$ cat src/rtl/lcd_instruction_tx.sv
// Sends one 10-bit LCD word {RS, RW, D7..D0} to the Spartan-3E character LCD as two
// framed nibbles (upper first), then waits long enough for the LCD to finish the command.
module lcd_instruction_tx #(
   parameter int T_SETUP      = 2,
   parameter int T_PULSE      = 12,
   parameter int T_HOLD       = 1,
   parameter int T_GAP        = 50,
   parameter int T_WAIT_SHORT = 2000,
   parameter int T_WAIT_LONG  = 82000,
   parameter int CNT_W        = 17
) (
   input  logic       clk,
   input  logic       reset,
   input  logic       next_instruction,
   input  logic [9:0] db,
   output logic       LCD_RS,
   output logic       LCD_RW,
   output logic       LCD_E,
   output logic [3:0] SF_D,
   output logic       busy,
   output logic       done
);

   typedef enum logic [3:0] {
      S_IDLE,
      S_UP_SETUP,
      S_UP_PULSE,
      S_UP_HOLD,
      S_GAP,
      S_LO_SETUP,
      S_LO_PULSE,
      S_LO_HOLD,
      S_WAIT,
      S_DONE
   } state_t;

   state_t           state, state_next;
   logic [CNT_W-1:0] cnt, cnt_last;
   logic             at_end, accept;
   logic             rs_q, rs_nx, long_q, long_nx;
   logic [7:0]       data_q, data_nx;
   logic [3:0]       sf_d_nx;
   logic             lcd_rs_nx, lcd_e_nx, busy_nx, done_nx;
   logic             unused_rw;

   // Reads are not supported, so the RW bit of the request has nowhere to go.
   assign unused_rw = db[8];
   assign LCD_RW    = 1'b0;

   always_comb begin
      cnt_last = '0;
      case (state)
         S_UP_SETUP, S_LO_SETUP: cnt_last = CNT_W'(T_SETUP - 1);
         S_UP_PULSE, S_LO_PULSE: cnt_last = CNT_W'(T_PULSE - 1);
         S_UP_HOLD,  S_LO_HOLD:  cnt_last = CNT_W'(T_HOLD - 1);
         S_GAP:                  cnt_last = CNT_W'(T_GAP - 1);
         S_WAIT:                 cnt_last = long_q ? CNT_W'(T_WAIT_LONG - 1)
                                                   : CNT_W'(T_WAIT_SHORT - 1);
         default:                cnt_last = '0;
      endcase
   end

   assign at_end = (cnt == cnt_last);

   always_comb begin
      state_next = state;
      accept     = 1'b0;
      data_nx    = data_q;
      rs_nx      = rs_q;
      long_nx    = long_q;
      case (state)
         S_IDLE:     if (next_instruction) begin
                        state_next = S_UP_SETUP;
                        accept     = 1'b1;
                     end
         S_UP_SETUP: if (at_end) state_next = S_UP_PULSE;
         S_UP_PULSE: if (at_end) state_next = S_UP_HOLD;
         S_UP_HOLD:  if (at_end) state_next = S_GAP;
         S_GAP:      if (at_end) state_next = S_LO_SETUP;
         S_LO_SETUP: if (at_end) state_next = S_LO_PULSE;
         S_LO_PULSE: if (at_end) state_next = S_LO_HOLD;
         S_LO_HOLD:  if (at_end) state_next = S_WAIT;
         S_WAIT:     if (at_end) state_next = S_DONE;
         S_DONE:     state_next = S_IDLE;
         default:    state_next = S_IDLE;
      endcase

      // Clear Display (0x01) and Return Home (0x02/0x03) need the long settle time.
      if (accept) begin
         data_nx = db[7:0];
         rs_nx   = db[9];
         long_nx = !db[9] && (db[7:2] == 6'd0) && (db[1:0] != 2'd0);
      end

      sf_d_nx   = SF_D;
      lcd_rs_nx = LCD_RS;
      lcd_e_nx  = 1'b0;
      busy_nx   = (state_next != S_IDLE);
      done_nx   = (state_next == S_DONE);
      case (state_next)
         S_UP_SETUP, S_UP_HOLD, S_GAP: begin
            sf_d_nx   = data_nx[7:4];
            lcd_rs_nx = rs_nx;
         end
         S_UP_PULSE: begin
            sf_d_nx   = data_nx[7:4];
            lcd_rs_nx = rs_nx;
            lcd_e_nx  = 1'b1;
         end
         S_LO_SETUP, S_LO_HOLD, S_WAIT: begin
            sf_d_nx   = data_nx[3:0];
            lcd_rs_nx = rs_nx;
         end
         S_LO_PULSE: begin
            sf_d_nx   = data_nx[3:0];
            lcd_rs_nx = rs_nx;
            lcd_e_nx  = 1'b1;
         end
         default: ;
      endcase
   end

   // Outputs are registered from the next-state decode so they change with the state.
   always_ff @(posedge clk) begin
      if (!reset) begin
         state  <= S_IDLE;
         cnt    <= '0;
         data_q <= '0;
         rs_q   <= 1'b0;
         long_q <= 1'b0;
         SF_D   <= 4'h0;
         LCD_RS <= 1'b0;
         LCD_E  <= 1'b0;
         busy   <= 1'b0;
         done   <= 1'b0;
      end else begin
         state  <= state_next;
         cnt    <= (state_next != state || state == S_IDLE) ? '0 : cnt + CNT_W'(1);
         data_q <= data_nx;
         rs_q   <= rs_nx;
         long_q <= long_nx;
         SF_D   <= sf_d_nx;
         LCD_RS <= lcd_rs_nx;
         LCD_E  <= lcd_e_nx;
         busy   <= busy_nx;
         done   <= done_nx;
      end
   end

endmodule

$ cat config.mk
export PLATFORM = sky130hd
export DESIGN_NAME = lcd_instruction_tx
export DESIGN_NICKNAME = d
export VERILOG_FILES = /design/src/rtl/lcd_instruction_tx.sv
export SDC_FILE = /design/constraint.sdc
export NUM_CORES = 1
export LEC_CHECK = 0
export ABC_AREA = 1
export CAP_MARGIN = 20
export CORE_AREA = 2 2 56 71
export CTS_BUF_LIST = sky130_fd_sc_hd__clkbuf_2 sky130_fd_sc_hd__clkbuf_4 sky130_fd_sc_hd__clkbuf_8
export DETAILED_ROUTE_END_ITERATION = 12
export DIE_AREA = 0 0 58 73
export PLACE_DENSITY = 0.82
export SETUP_SLACK_MARGIN = 0.3
export SLEW_MARGIN = 10
export SYNTH_ARGS = -nofsm -noshare
export SYNTH_HDL_FRONTEND = slang
export SYNTH_SLANG_ARGS = --single-unit
$ cat constraint.sdc
create_clock -name clk -period 5.95 [get_ports clk]
set_clock_uncertainty 0.05 [all_clocks]
set_input_delay 0.595 -clock clk [delete_from_list [all_inputs] [get_ports clk]]
set_output_delay 0.595 -clock clk [all_outputs]
set_load 0.005 [all_outputs]
==> results of run 1 <==
==> cells in the mapped netlist <==
master	count	area [sq um]
nand3_1	29	145
buf_2	1	5.00
mux2i_1	7	70.1
o21ai_1	1	5.00
nand2_2	2	12.5
nor3_1	13	65.1
or2_2	1	6.26
a31oi_1	1	6.26
nand2_1	68	255
dfxtp_1	39	781
inv_1	46	173
nor2_4	1	11.3
a21oi_1	12	60.1
inv_2	2	7.51
ha_1	1	12.5
nor2_1	47	176
nand4_2	1	12.5
nor2_2	1	6.26
o21ai_2	1	8.76
clkbuf_1	3	11.3
o21ai_0	4	20.0
nand3_2	2	20.0
conb_1	1	3.75
nand4_1	7	43.8
nor4_1	2	12.5
nand3b_1	7	52.6
a21oi_2	2	17.5
buf_4	1	7.51
xor2_1	7	61.3
buf_6	1	11.3
xnor2_1	1	8.76
==> state kept, by name, indices dropped and copies added (netlist names) <==
name and flops:
data_q 8, done 1, LCD_E 1, state 4, LCD_RS 1, busy 1
rs_q 1, long_q 1, SF_D 4, cnt 17
==> metrics by stage <==
stage,area (sq um),utilization
after global routing,2400,0.661
final,2400,0.661
after global placement,2290,0.632
after CTS,2400,0.661
after detailed placement,2290,0.632
after floorplan,2090,-
==> logic make-up (layout without fill, tap and decap cells) <==
logic type | Yosys count | after routing
mux | 7 | 7
fa+ha+maj | 1 | 1
buf+inv | 54 | 75
xor+xnor | 8 | 8
compound gates | 21 | 21
simple gates | 181 | 181
flops | 39 | 39
other cells | 1 | 1
==> area by class of cell <==
type | instances | area, sq um
inverters | 48 | 180
multi-input cells | 219 | 1090
fillers | 327 | 1230
well taps | 40 | 50.0
clock buffers | 8 | 104
repair buffers | 19 | 190
flip-flops and latches | 39 | 781
==> routing by layer <==
metal / GRT usage / vias to the layer above / wire [um] / share of wire
li1: - / 1027 / - / -
met1: 0.246 / 872 / 1830 / 0.42
met2: 0.417 / 47 / 2260 / 0.52
met3: 0.0532 / 10 / 188 / 0.043
met4: 0.0982 / 0 / 90 / 0.021
met5: 0 / - / 0 / 0
==> worst max-delay path by stage <==
stage                         from      end  slack (ns)  depth (start not counted)
after floorplan           state[0]  cnt[13]        3.83                         15
after global placement    state[0]   cnt[3]        3.22                         13
after detailed placement  state[0]  cnt[14]        3.20                         13
after CTS                 state[0]  cnt[14]        3.15                         11
after global routing      state[1]   cnt[2]        2.81                         13
final                     state[0]  cnt[14]        3.15                         11
==> layout by cell type, fill, tap and decap left out, types with 2 or more instances in the layout <==
master / instances
clkbuf_8: 7
nand3_2: 2
nand2_2: 2
nand4_1: 7
inv_2: 2
clkdlybuf4s50_1: 19
nor3_1: 13
xor2_1: 7
o21ai_0: 4
nand3_1: 29
inv_1: 46
nand2_1: 68
nor4_1: 2
mux2i_1: 7
a21oi_1: 12
nor2_1: 47
dfxtp_1: 39
nand3b_1: 7
a21oi_2: 2
==> power breakdown <==
part	switching, mW	leakage, nW	internal (mW)	total, mW
clock network	0.0917	0.0549	0.110	0.202
logic	0.344	0.711	0.186	0.530
registers	0.0292	0.318	0.305	0.334
==> worst max-delay path, cell delays in order, from the launching register on <==
cell	delay, ns
dfxtp_1	0.36
nor2_2	0.40
nand2_1	0.13
nand2_1	0.14
nand3_1	0.07
a21oi_1	0.20
nand3_2	0.15
o21ai_2	0.23
nor2_1	0.07
nor3_1	0.18
nand4_2	0.45
nor3_1	0.28
==> reports/summary.txt, run 1 <==
outcome - finished, final reports clean
Synth Area in Compound Gates - 0.0563
RSZ-0062 raised after global routing - no
Routed WL - 4370 um
synth warn - 0
Final Hold Vio Count - 0
gpl congestion - 0.926
die width - 58 um
clk buf depth - 2
R2R setup slack - 3.15 ns
CP required - 6.10 ns
number of gates resized after cts - 0
vias in the first global route - 1820
via count - 1956
HP Start - cnt[13]
GRT Total Usage - 0.228
Hold Path Stages - 2
First-pass DRT Iterations - 4
Pwr Total - 1.07 mW
pin count of the biggest net entering global routing - 23
worst-path fanout max - 17
initial antenna violation count - 0
Die H - 73 um
pwr/cell area - 445 nW/um^2
hold endpoint - cnt[13]
# hold bufs at CTS - 0
worst reg2reg path startpoint - state[0]
worst min path class - reg -> reg
Mapped Cells - 312
post-synthesis simple-gate area fraction - 0.392
Via density - 5.24
CP Launch Type - flop
Root Buffer - clkbuf_8
DRT antenna net count - 0
syn_area_per_cell - 6.70 sq um
slew margin rel. - 0.351
Worst-Margin Slew - 0.965 ns
setup ws final - 3.15 ns
DRT iter0 DRCs - 62
Post-Synth Adder-Cell Area - 0.00599
DRC Markers - 0
die area - 4230 sq um
PortBufs - 19
Reg clk slew, reported paths - 0.07 ns
peak supply drop - 0.000383 V
CTS sink cnt - 39
starting density of the core - 0.576
mapped cell area - 2090 sq um
CP endpoint kind - flop
nets@finish - 346
worst hold slack - 0.441 ns
TritonCTS clock tree - built
first-pass GRT wire length - 7550 um
XOR/XNOR share of the synthesized area - 0.0335
Ports - 22
core area - 3630 sq um
max cap viols - 0
setup violators final - 0
static leakage - 1.08 nW
FMAX - 358 MHz
H-tree depth - 2
# diodes - 0
CP Data Arrival Time - 2.95 ns
post-synthesis mux area share - 0.0335
grt total ovfl - 0
layout cells sized above 1 - 0.0631
Rows - 25
Setup Buffers After CTS - 0
CTS buffer count - 5
Final TNS setup - 0 ns
Final Cycle Share - 0.470
drt wl/cell - 11.7 um
HPWL Detailed - 3250 um
area growth from synthesis to layout - 14.8%
Final Non-Filler Cells - 373
DP Worst Slack - 3.20 ns
# placed instances - 365
Tmin final - 2.80 ns
unique cell type count in the Yosys netlist - 31
sequential area share after synthesis - 0.374
Setup CP Type - reg -> reg
FF-to-FF End - cnt[14]
Reg2Reg Depth - 11
Seq cells post-synth - 39
Final Max Tran Viols - 0
Syn Nets - 326
Clock Latency Late Sink - 0.29 ns
main combinational cell family by area after synthesis - simple AND/OR/NAND/NOR gates
Power figures use the tool's default switching activity.
==> run 2: changes to the inputs <==
Settings changed: CORE_AREA 2 2 56 71 to 2 2 57 73, DIE_AREA 0 0 58 73 to 0 0 59 75, PLACE_DENSITY 0.82 to 0.79.
Clock period 5.95 ns to 2.6 ns, I/O delays scaled along.
==> reports/summary.txt, run 2 (synthesis gave the netlist of run 1 again) <==
fillcell total - 243 (-26%)
H-tree depth - 2 (unchanged)
worst min path class - reg -> reg
via count - 2334 (+19%)
FMAX - 380 MHz (+6.3%)
R2R setup slack - -0.03 ns (-3.18 ns)
TritonCTS clock tree - built
Tmin final - 2.63 ns (-0.165 ns)
die area - 4430 sq um (+4.5%)
vias in the first global route - 1960 (+7.7%)
HP Start - cnt[13]
DRT iter0 DRCs - 172 (+180%)
setup ws final - -0.0318 ns (-3.18 ns)
max cap viols - 0 (unchanged)
worst reg2reg path startpoint - state[0]
worst-path fanout max - 5 (-12)
failing checks - setup timing
most frequent cells in the layout - nand2_1, inv_1, nor2_1, dfxtp_1, nand3_1
# placed instances - 370 (+1.4%)
number of flip-flops under the largest register name - 17 (unchanged)
Placed Instance Area - 2340 sq um (+2.2%)
CP required - 2.77 ns (-3.33 ns)
CP endpoint kind - flop
most flop-heavy register - cnt
die width - 59 um (+1.7%)
first-pass GRT wire length - 8010 um (+6.1%)
RSZ-0062 raised after global routing - yes
core area - 3690 sq um (+1.7%)
Via density - 5.86 (+12%)
Final Non-Filler Cells - 398 (+6.7%)
Util after Layout - 0.791 (+0.130)
# hold bufs at CTS - 0 (unchanged)
Root Buffer - clkbuf_8
PortBufs - 19 (unchanged)
starting density of the core - 0.566 (-0.00976)
Ports - 22 (unchanged)
Reg2Reg Depth - 15 (+4)
DRT antenna net count - 0 (unchanged)
Reg clk slew, reported paths - 0.08 ns (about the same)
Die H - 75 um (+2.7%)
Routed WL - 6680 um (+53%)
Rows - 25 (unchanged)
nets@finish - 371 (+7.2%)
commonest non-fill, non-tap cell in the layout - nand2_1
FF-to-FF End - cnt[14]
GRT Total Usage - 0.236 (+0.00817)
initial antenna violation count - 0 (unchanged)
slew margin rel. - 0.660 (+0.309)
gpl congestion - 0.848 (-8.5%)
layout cells sized above 1 - 0.268 (+0.205)
Final Max Tran Viols - 0 (unchanged)
Final Hold Vio Count - 0 (unchanged)
setup violators final - 1 (+1)
Finished Cell Area - 2920 sq um (+22%)
drt wl/cell - 16.8 um (+43%)
# diodes - 0 (unchanged)
largest registers - cnt (17), data_q (8)
Final Cycle Share - 1.01 (+0.542)
grt total ovfl - 0 (unchanged)
outcome - finished with violations
clk buf depth - 2 (unchanged)
Hold Path Stages - 2 (unchanged)
DRC Markers - 0 (unchanged)
Worst-Margin Slew - 0.506 ns (-0.459 ns)
CP Data Arrival Time - 2.80 ns (-0.15 ns)
area growth from synthesis to layout - 39.7%
pwr/cell area - 1210 nW/um^2 (+170%)
pin count of the biggest net entering global routing - 22 (-4.3%)
CP Launch Type - flop
CTS buffer count - 5 (unchanged)
First-pass DRT Iterations - 5 (+1)
HPWL Detailed - 3340 um (+2.7%)
Setup CP Type - reg -> reg
hold endpoint - cnt[13]
static leakage - 1.27 nW (+17%)
CTS sink cnt - 39 (unchanged)
peak supply drop - 0.00102 V (+170%)
Clock Latency Late Sink - 0.30 ns (about the same)
==> run 2: layout make-up <==
| cell class | instances | area, sq um | share of cell area |
|---|---|---|---|
| Clock inverter | 1 | 7.51 | 0.00257 |
| Tap cell | 40 | 50.0 | 0.0171 |
| Sequential cell | 39 | 791 | 0.271 |
| Timing Repair Buffer | 44 | 438 | 0.150 |
| Clock buffer | 7 | 96.3 | 0.0330 |
| Multi-Input combinational cell | 219 | 1350 | 0.462 |
| Inverter | 48 | 188 | 0.0643 |
==> run 2: worst max path at each step <==
stage	end	slack [ns]	from
floorplan	cnt[13]	0.48	state[0]
global placement	SF_D[3]	0.23	state[3]
detailed placement	SF_D[3]	0.19	state[2]
CTS	SF_D[3]	0.30	state[1]
global route	cnt[14]	-0.13	state[0]
finish	cnt[14]	-0.03	state[0]
==> run 2: critical path, cell delays in order, from the launching register on <==
cell and delay, ns:
dfxtp_4 0.37, nor2_4 0.20, buf_6 0.16, nand3b_1 0.10, nand2_1 0.14, nand2_1 0.11, nor2_4 0.12, nand3_4 0.15
nand2_2 0.14, nand2_4 0.07, nand2_2 0.09, nand2_4 0.07, xor2_2 0.20, nand4_4 0.19, clkbuf_16 0.21, nor3_1 0.16
==> run 2: per-stage QoR <==
| stage | hold slack (ns) | power (mW) | setup TNS, ns | worst slack, ns |
|---|---|---|---|---|
| 6_report | 0.444 | 3.54 | -0.0318 | -0.0318 |
| 4_1_cts | 0.439 | 2.69 | 0 | 0.301 |
| 2_1_floorplan | 0.331 | 1.70 | 0 | 0.481 |
| 3_3_place_gp | 0.415 | 2.01 | 0 | 0.228 |
| 3_5_place_dp | 0.427 | 2.03 | 0 | 0.187 |
| 5_1_grt | 0.459 | 3.71 | -1.44 | -0.126 |
==> run 2: timing repair <==
item | CTS | global route
cloned | 0 | 3
setup buffers | 8 | 9
pin swaps | 8 | 18
resized for setup | 17 | 62
setup endpoints to repair | 13 | 22
==> run 2: metal layers <==
metal,global-route usage,wire length (um),up-vias
met4,0.106,472,0
met3,0.0430,400,53
met2,0.444,3500,137
met1,0.251,2310,1063
met5,0,0,-
li1,-,-,1081
==> run 2: power breakdown <==
part	internal (mW)	total, mW	switching (mW)	leakage (nW)
Clock	0.241	0.467	0.225	0.0505
Combinational	0.924	2.30	1.37	0.902
Sequential	0.703	0.777	0.0741	0.320
Total	1.87	3.54	1.67	1.27
==> run 3: changes to the inputs <==
Settings changed: HOLD_SLACK_MARGIN set to 0.12.
==> results of run 3 <==
No change in the layout: final DEF, timing and power equal those of run 2.
